### config.mk
export PLATFORM = sky130hd
export DESIGN_NAME = mult_scheduler
export DESIGN_NICKNAME = d
export VERILOG_FILES = /design/src/rtl/mult_scheduler.sv
export SDC_FILE = /design/constraint.sdc
export NUM_CORES = 1
export LEC_CHECK = 0
export BUFFER_PORTS_ARGS = -buffer_cell sky130_fd_sc_hd__buf_2
export CORE_AREA = 8 8 307 309
export DETAILED_ROUTE_END_ITERATION = 16
export DIE_AREA = 0 0 315 317
export GPL_TIMING_DRIVEN = 0
export PLACE_DENSITY = 0.43
export SLEW_MARGIN = 10
export SYNTH_ARGS = -nofsm -noshare
export SYNTH_HDL_FRONTEND = slang
export SYNTH_SLANG_ARGS = --single-unit
### constraint.sdc
create_clock -name clock -period 7.8 [get_ports clock]
set_clock_uncertainty 0.1 [all_clocks]
set_input_delay 1.56 -clock clock [delete_from_list [all_inputs] [get_ports clock]]
set_output_delay 1.56 -clock clock [all_outputs]
set_load 0.05 [all_outputs]
### src/rtl/mult_scheduler.sv
// Round-robin issue scheduler for the fixed-latency 64-bit multiplier with a tag pipeline
// and credit-protected result buffer. Define MULT_SCHED_BYPASS_EN to let results skip an empty buffer.
module mult_scheduler #(
  parameter int NUM_REQ    = 4,
  parameter int TAG_W      = 6,
  parameter int LATENCY    = 8,
  parameter int OBUF_DEPTH = 4
) (
  input  logic                     clock,
  input  logic                     reset,
  input  logic [NUM_REQ-1:0]       req_valid,
  input  logic [NUM_REQ*64-1:0]    req_mcand,
  input  logic [NUM_REQ*64-1:0]    req_mplier,
  input  logic [NUM_REQ*TAG_W-1:0] req_tag,
  output logic [NUM_REQ-1:0]       req_grant,
  output logic                     mul_start,
  output logic [63:0]              mul_mcand,
  output logic [63:0]              mul_mplier,
  input  logic                     mul_done,
  input  logic [63:0]              mul_product,
  output logic                     cdb_valid,
  output logic [63:0]              cdb_value,
  output logic [TAG_W-1:0]         cdb_tag,
  input  logic                     cdb_ack,
  output logic                     err
);
  localparam int PTR_W = $clog2(NUM_REQ);
  localparam int OB_W  = (OBUF_DEPTH > 1) ? $clog2(OBUF_DEPTH) : 1;
  localparam int CNT_W = $clog2(LATENCY + OBUF_DEPTH + 1);

  // Handshakes: a requester's operation is consumed in any cycle its req_grant bit is high
  // (grant implies req_valid); a result transfers to the CDB in any cycle cdb_valid & cdb_ack.
  logic [PTR_W-1:0]  rr_ptr, grant_idx, cand;
  logic              grant_any, can_issue, pop, bypass, fifo_push, fifo_pop, head_valid;
  logic [CNT_W-1:0]  inflight, obuf_count;
  logic [CNT_W:0]    occ;
  logic [TAG_W-1:0]  grant_tag;
  logic [LATENCY-1:0] tag_v;
  logic [TAG_W-1:0]  tag_q [LATENCY];
  logic              last_v;
  logic [TAG_W-1:0]  last_tag;
  logic [63:0]       buf_value [OBUF_DEPTH];
  logic [TAG_W-1:0]  buf_tag [OBUF_DEPTH];
  logic [OB_W-1:0]   rd_ptr, wr_ptr;

  function automatic logic [OB_W-1:0] next_ptr(input logic [OB_W-1:0] p);
    return (p == OB_W'(OBUF_DEPTH - 1)) ? '0 : p + 1'b1;
  endfunction

  // Every started multiply holds a buffer credit until its result leaves for the CDB.
  assign occ       = {1'b0, inflight} + {1'b0, obuf_count};
  assign pop       = cdb_valid & cdb_ack;
  assign can_issue = (occ < ((CNT_W+1)'(OBUF_DEPTH) + {{CNT_W{1'b0}}, pop})) & ~reset;

  always_comb begin
    grant_any = 1'b0;
    grant_idx = '0;
    cand      = '0;
    for (int k = NUM_REQ - 1; k >= 0; k--) begin
      cand = PTR_W'((int'(rr_ptr) + k) % NUM_REQ);
      if (req_valid[cand]) begin
        grant_any = 1'b1;
        grant_idx = cand;
      end
    end
  end

  assign req_grant = (can_issue & grant_any) ? (NUM_REQ'(1) << grant_idx) : '0;
  assign mul_start = |req_grant;

  always_comb begin
    mul_mcand  = '0;
    mul_mplier = '0;
    grant_tag  = '0;
    for (int i = 0; i < NUM_REQ; i++) begin
      if (req_grant[i]) begin
        mul_mcand  = req_mcand[i*64 +: 64];
        mul_mplier = req_mplier[i*64 +: 64];
        grant_tag  = req_tag[i*TAG_W +: TAG_W];
      end
    end
  end

  always_ff @(posedge clock) begin
    if (reset) begin
      rr_ptr <= '0;
    end else if (mul_start) begin
      rr_ptr <= (grant_idx == PTR_W'(NUM_REQ - 1)) ? '0 : grant_idx + 1'b1;
    end
  end

  always_ff @(posedge clock) begin
    if (reset) begin
      tag_v <= '0;
    end else begin
      tag_v[0] <= mul_start;
      for (int i = 1; i < LATENCY; i++) tag_v[i] <= tag_v[i-1];
    end
  end

  always_ff @(posedge clock) begin
    tag_q[0] <= grant_tag;
    for (int i = 1; i < LATENCY; i++) tag_q[i] <= tag_q[i-1];
  end

  assign last_v   = tag_v[LATENCY-1];
  assign last_tag = tag_q[LATENCY-1];

  always_ff @(posedge clock) begin
    if (reset) begin
      inflight <= '0;
    end else if (mul_start & ~last_v) begin
      inflight <= inflight + 1'b1;
    end else if (~mul_start & last_v) begin
      inflight <= inflight - 1'b1;
    end
  end

  assign head_valid = (obuf_count != '0);

`ifdef MULT_SCHED_BYPASS_EN
  // A result arriving at an empty buffer is offered in its done cycle.
  assign bypass    = ~head_valid & mul_done & ~reset;
  assign cdb_valid = head_valid | bypass;
  assign cdb_value = bypass ? mul_product : (head_valid ? buf_value[rd_ptr] : '0);
  assign cdb_tag   = bypass ? last_tag : (head_valid ? buf_tag[rd_ptr] : '0);
`else
  assign bypass    = 1'b0;
  assign cdb_valid = head_valid;
  assign cdb_value = head_valid ? buf_value[rd_ptr] : '0;
  assign cdb_tag   = head_valid ? buf_tag[rd_ptr] : '0;
`endif

  assign fifo_push = mul_done & ~(bypass & cdb_ack);
  assign fifo_pop  = pop & ~bypass;

  always_ff @(posedge clock) begin
    if (reset) begin
      rd_ptr     <= '0;
      wr_ptr     <= '0;
      obuf_count <= '0;
    end else begin
      if (fifo_push) wr_ptr <= next_ptr(wr_ptr);
      if (fifo_pop) rd_ptr <= next_ptr(rd_ptr);
      if (fifo_push & ~fifo_pop) begin
        obuf_count <= obuf_count + 1'b1;
      end else if (~fifo_push & fifo_pop) begin
        obuf_count <= obuf_count - 1'b1;
      end
    end
  end

  always_ff @(posedge clock) begin
    if (fifo_push) begin
      buf_value[wr_ptr] <= mul_product;
      buf_tag[wr_ptr]   <= last_tag;
    end
  end

  // A done without a matching tag, or a tag without a done, means the latency is misconfigured.
  always_ff @(posedge clock) begin
    if (reset) begin
      err <= 1'b0;
    end else if (mul_done != last_v) begin
      err <= 1'b1;
    end
  end

endmodule

; Yosys cells after proc, flatten, opt, wreduce, memory -nomap -nowiden
; Memory sizes are Yosys's and may differ from the RTL's. A register that Yosys moved wholly into a read port is not among the register bits.
; Index checks and enable logic that the tools add are counted.
[word_totals]
regBits = 23
ramBits = 328
in_bits = 608
out_inout_bits = 205
wordCells = 92
memories = 3
[op_classes]
n_addsub = 12
order_cmp = 5
n_eq_ne = 4
shifts = 1
mux = 44
bitwise_logic = 12
reduce_logical = 4
[memory_table]
columns = name, depth, word_bits, rd, rd_ports_with_merged_regs, write_ports, line_no
row1 = buf_value, 4, 64, 1, 1, 1, 42  ; logic [63:0] buf_value [OBUF_DEPTH];
row2 = tag_q, 8, 6, 8, 0, 8, 39  ; logic [TAG_W-1:0] tag_q [LATENCY];
row3 = buf_tag, 4, 6, 1, 1, 1, 43  ; logic [TAG_W-1:0] buf_tag [OBUF_DEPTH];
[op_table]
columns = operator, count
row1 = $mux 64, 9
row2 = $mux 6, 5
row3 = $mux 2, 11
row4 = $mux 4, 5
row5 = $lt 2x3->1 const B, 4
row6 = $mux 1, 10
row7 = $add 2x1->2 const B, 4
row8 = $add 4x1->4 const B, 2
row9 = $bmux 1 s2, 4
row10 = $sub 4x1->4 const B, 2
row11 = $and 1x1->1, 7
row12 = $eq 2x2->1 const B, 3
row13 = $add 4x4->5, 1
row14 = $lt 5x4->1, 1
row15 = $not 1->1, 5
row16 = $add 2x2->2 const B, 2
row17 = $add 3x1->4 const A, 1
row18 = $reduce_bool 2->1, 2
row19 = $reduce_bool 4->1, 1
row20 = $reduce_or 4->1, 1
row21 = $shl 1x2->4 const A, 1
row22 = $ne 1x1->1, 1

; Logic depth before layout (Yosys ltp)
[depth]
ltp_word = 14
depth_mapped = 18
ltp_nobuf = 16

; Least setup slack after synthesis
; OpenSTA, ideal clock, no wires.
[synth_path]
path_type = input to output
from = input req_valid[2]
to = output mul_mcand[56]
arrival_ps = 3902
required_time_ps = 6140
setup_slack_ps = 2238
path_stages = 13
n_path_buf = 3
cell_sequence = inv_1 -> o221ai_1 -> a21o_1 -> inv_1 -> ha_1 -> clkbuf_1 -> clkbuf_1 -> buf_1 -> nand2_1 -> o211ai_1 -> o211a_1 -> a21oi_1 -> nor2_1
[synth_via]
elab_chain_cells = 12
elab_cells_between_ends = 23
classes_between = 1 x shift / 21 x mux / 1 x bitwise
[synth_rtl]
columns = element, line_no
row1 = "start, declared", 11  ; input logic [NUM_REQ-1:0] req_valid,
row2 = $bmux 1 s2, 61  ; if (req_valid[cand]) begin
row3 = $mux 1 (not written as such), 61
row4 = $mux 2 / $mux 1 (equally long branches) (4 in a row), 61
row5 = $shl 1x2->4 / $and 1x1->1 (equally long branches), 68  ; assign req_grant = (can_issue & grant_any) ? (NUM_REQ'(1) << grant_idx) : '0;
row6 = $mux 4 (*), 68
row7 = $mux 64 (3 in a row), 76  ; if (req_grant[i]) begin
row8 = $mux 64 (*), 76
row9 = "end, declared", 17  ; output logic [63:0] mul_mcand,
; Mark *: on every way between the ends. The rest lies on a longest branch, timed or not. The select of a mux whose other input is x is not followed.

; Worst setup path in the final report
[layout_path]
from = input req_valid[0]
to = output mul_mcand[61]
; The elaborated chain is that of the path after synthesis.

==> results.toml <==
[die]
num_rows = 110
io_pins = 813
chipHeight_um = 317
start_util = 0.201
die-width_um = 315
die-area_um2 = 99900
core_um2 = 89300

[yosys]
synthAdderAreaFrac = 0.0166
synth_largest_area_cell = "edfxtp_1"
ys_types = 40
synth_nets = 2195
synth_edf_count = 280
synth.area.top_cells = "edfxtp_1, mux4_2, dfxtp_1"
synth_area_um2 = 17900
synth_top_cell_area_share = 0.469
yosys_warnings = 0
ys_seq_elements = 353
synthArstFlopShare = 0
synth_cells = 1565
synthMuxAreaShare = 0.0907
synthSimpleGateAreaFrac = 0.122
synth_compound_area_frac = 0.179
synthFlopType = "edfxtp_1"
avgSynthCellArea_um2 = 11.5
synth_xor_area_frac = 0.00391
synth_top_family_by_area = "compound AO/OA/AOI/OAI gates"
seq_area_frac_synth = 0.551

[finish]
final_util = 0.278
drive_gt1_frac = 0.401
layout.nets = 3045
area_delta_synth_final_pct = 38.4

[detailed_routing]
wl_mm = 115
num_vias = 17117
viasPerCell = 4.66
wl_met2_mm = 58.6
route.met3.wl_mm = 10.4
first_iter_violations = 1372
top_layer = "met5"
drc = 0
wl_per_cell_um = 31.4
drtPass1Iterations = 5
wl_met1_mm = 42.4
drtAntennaViolNets = 0

[clock_tree]
numCtsBuffers = 31
cts_setup_buffers = 0
cts_tree = "built"
htreeDepth = 1
cts_hold_buf = 0
post_cts_resized = 0
clockRootBuffer = "clkbuf_16"
clock_latency_ns = 0.58
clkTransAtPathRegs_ns = 0.07
cts.sinks = 353
clockBufferDepth = 3

[power_and_ir_drop]
power.density_nw_per_um2 = 405
total_leakage_power_nw = 10.6
ir_worst_vdd_uv = 182
swShare = 0.524
clkPwrFrac = 0.155
p_seq_frac = 0.233
p_sw_mw = 5.26
combPwrFrac = 0.612
p_int_mw = 4.78
p_total_mw = 10.0

[setup_path]
crit_path_max_fanout = 10
r2r_start = "rr_ptr[1]$_SDFFE_PP0N_"
max_stage_delay_ns = 0.91
cp_num_buf_inv = 6
cp_slowest_cell = "clkbuf_1"
critPathKind = "in -> out"
cp_top_family = "buffers and inverters"
startpoint = "req_valid[0]"
cp-end-kind = "primary output"
worstPathArrival_ns = 5.42
worstSetupStartpointType = "input port"
worstPathCellList = "buf_2, inv_1, o221ai_1, a21o_1, ha_1, clkinv_1, clkbuf_1, clkbuf_1, o211ai_1, o211a_1, a21oi_1, nor2_1, buf_2"
required_ns = 6.14

[global_route]
first_global_vias = 17783
grt_start_max_net_pins = 46
track_usage = 0.218
gr-total-overflow = 0
grt_antenna_before_repair = 122
grt_pass1_wl_mm = 151

[placed_design]
dp_hpwl_mm = 97.9
pre_cts_ws_ns = 0.570
globalplace.congestion = 0.983
io_buffer_count = 812

[min_path]
hp-start = "tag_q[1][9]$_DFF_P_"
hold_path.class = "reg -> reg"

[flow_run]
cap_viol_max_count = 0

[sta]
holdWs_ns = 0.227
report.final.slew_viol_count = 0
hold_viol = 0
finalSetupViolations = 0
rsz0062_at_grt = "no"
tns_ns = 0
timing.slew.headroom = 0.218
fmax_ghz = 0.141
tightest_slew_ns = 1.17
period_share = 0.907
timing.final.crit_period_ns = 7.08
layout_setup_ws_ns = 0.724

[outcome]
status = "finished clean"
## Yosys cell counts, drive strengths merged, types with 4 or more instances
master,instances
edfxtp,280
nand2,262
nor2,162
a21oi,145
o211a,131
o211ai,131
clkbuf,113
and2,74
dfxtp,73
mux4,70
buf,32
ha,19
inv,17
nor2b,8
mux2i,5
a21o,4
nor3,4
xnor2,4
xor2,4
## cell type report
| cell class | count | area [um2] |
|---|---|---|
| fillers | 9615 | 64500 |
| flip-flops and latches | 353 | 9870 |
| multi-input cells | 1049 | 7390 |
| repair buffers | 817 | 4190 |
| well taps | 1176 | 1470 |
| clock buffers | 40 | 892 |
| plain buffers | 145 | 611 |
| clock inverters | 18 | 155 |
| diodes | 59 | 148 |
| inverters | 18 | 67.6 |
## power by group through the flow
stage | registers, mW | clock network, mW | logic [mW]
6_report | 2.34 | 1.56 | 6.14
3_5_place_dp | 2.39 | 0 | 6.20
5_1_grt | 2.37 | 1.67 | 6.53
3_3_place_gp | 2.39 | 0 | 6.21
2_1_floorplan | 2.36 | 0 | 4.11
4_1_cts | 2.35 | 1.61 | 6.22
## worst reg2reg max path, delay by kind of cell, from the launching register on
kind | cells | cell delay (ns)
xor+xnor | 1 | 0.10
simple gates | 5 | 0.96
compound gates | 5 | 0.81
buf+inv | 4 | 1.42
flops | 1 | 0.40
fa+ha+maj | 3 | 0.68
## placed cells by master (no fill, tap or decap), types with 4 or more instances in the layout
master,synthesis,routed
a21o_1,4,4
a21oi_1,145,145
and2_1,74,70
and2_4,0,4
buf_1,9,9
buf_16,0,4
buf_2,10,822
buf_4,13,13
clkbuf_1,113,112
clkbuf_16,0,33
clkbuf_2,0,4
clkbuf_8,0,4
clkinv_2,0,8
dfxtp_1,73,73
diode_2,0,59
edfxtp_1,280,280
ha_1,19,19
inv_1,16,16
mux2i_1,5,5
mux4_2,70,70
nand2_1,262,262
nor2_1,162,162
nor2b_1,8,8
nor3_1,4,4
o211a_1,131,131
o211ai_1,131,131
xnor2_1,4,4
xor2_1,4,4
## cells by family after synthesis
group,Yosys count
fa+ha+maj,22
mux,75
xor+xnor,8
compound gates,425
buf+inv,163
flops,353
simple gates,519
## sequential cells by signal, indices dropped and copies added (netlist names), named ones only
signal and cells:
buf_value 256, tag_q 48, buf_tag 24, tag_v 8
inflight 4, obuf_count 4, rd_ptr 2, rr_ptr 2
wr_ptr 2, err 1
## metal layers
metal	GRT usage	up-vias
met5	0	-
met2	0.389	841
met3	0.0717	198
met1	0.242	8439
met4	0.0805	42
li1	-	7597
## worst paths after layout
check	endpoint	slack, ns	cells past startpoint
worst min register to register	tag_q[1][15]$_DFF_P_	0.23	0
worst max-delay path	mul_mcand[61]	0.72	13
worst max register to register	inflight[3]$_SDFFE_PP0P_	3.28	18
worst min-delay path	tag_q[1][15]$_DFF_P_	0.23	0
## per-stage QoR
stage | cell area [um2] | cells
floorplan | 17900 | 1565
global placement | 23500 | 3553
detailed placement | 23600 | 3558
CTS | 24700 | 3616
global route | 24700 | 3643
finish | 24800 | 3675
(Power assumes the default switching activity.)
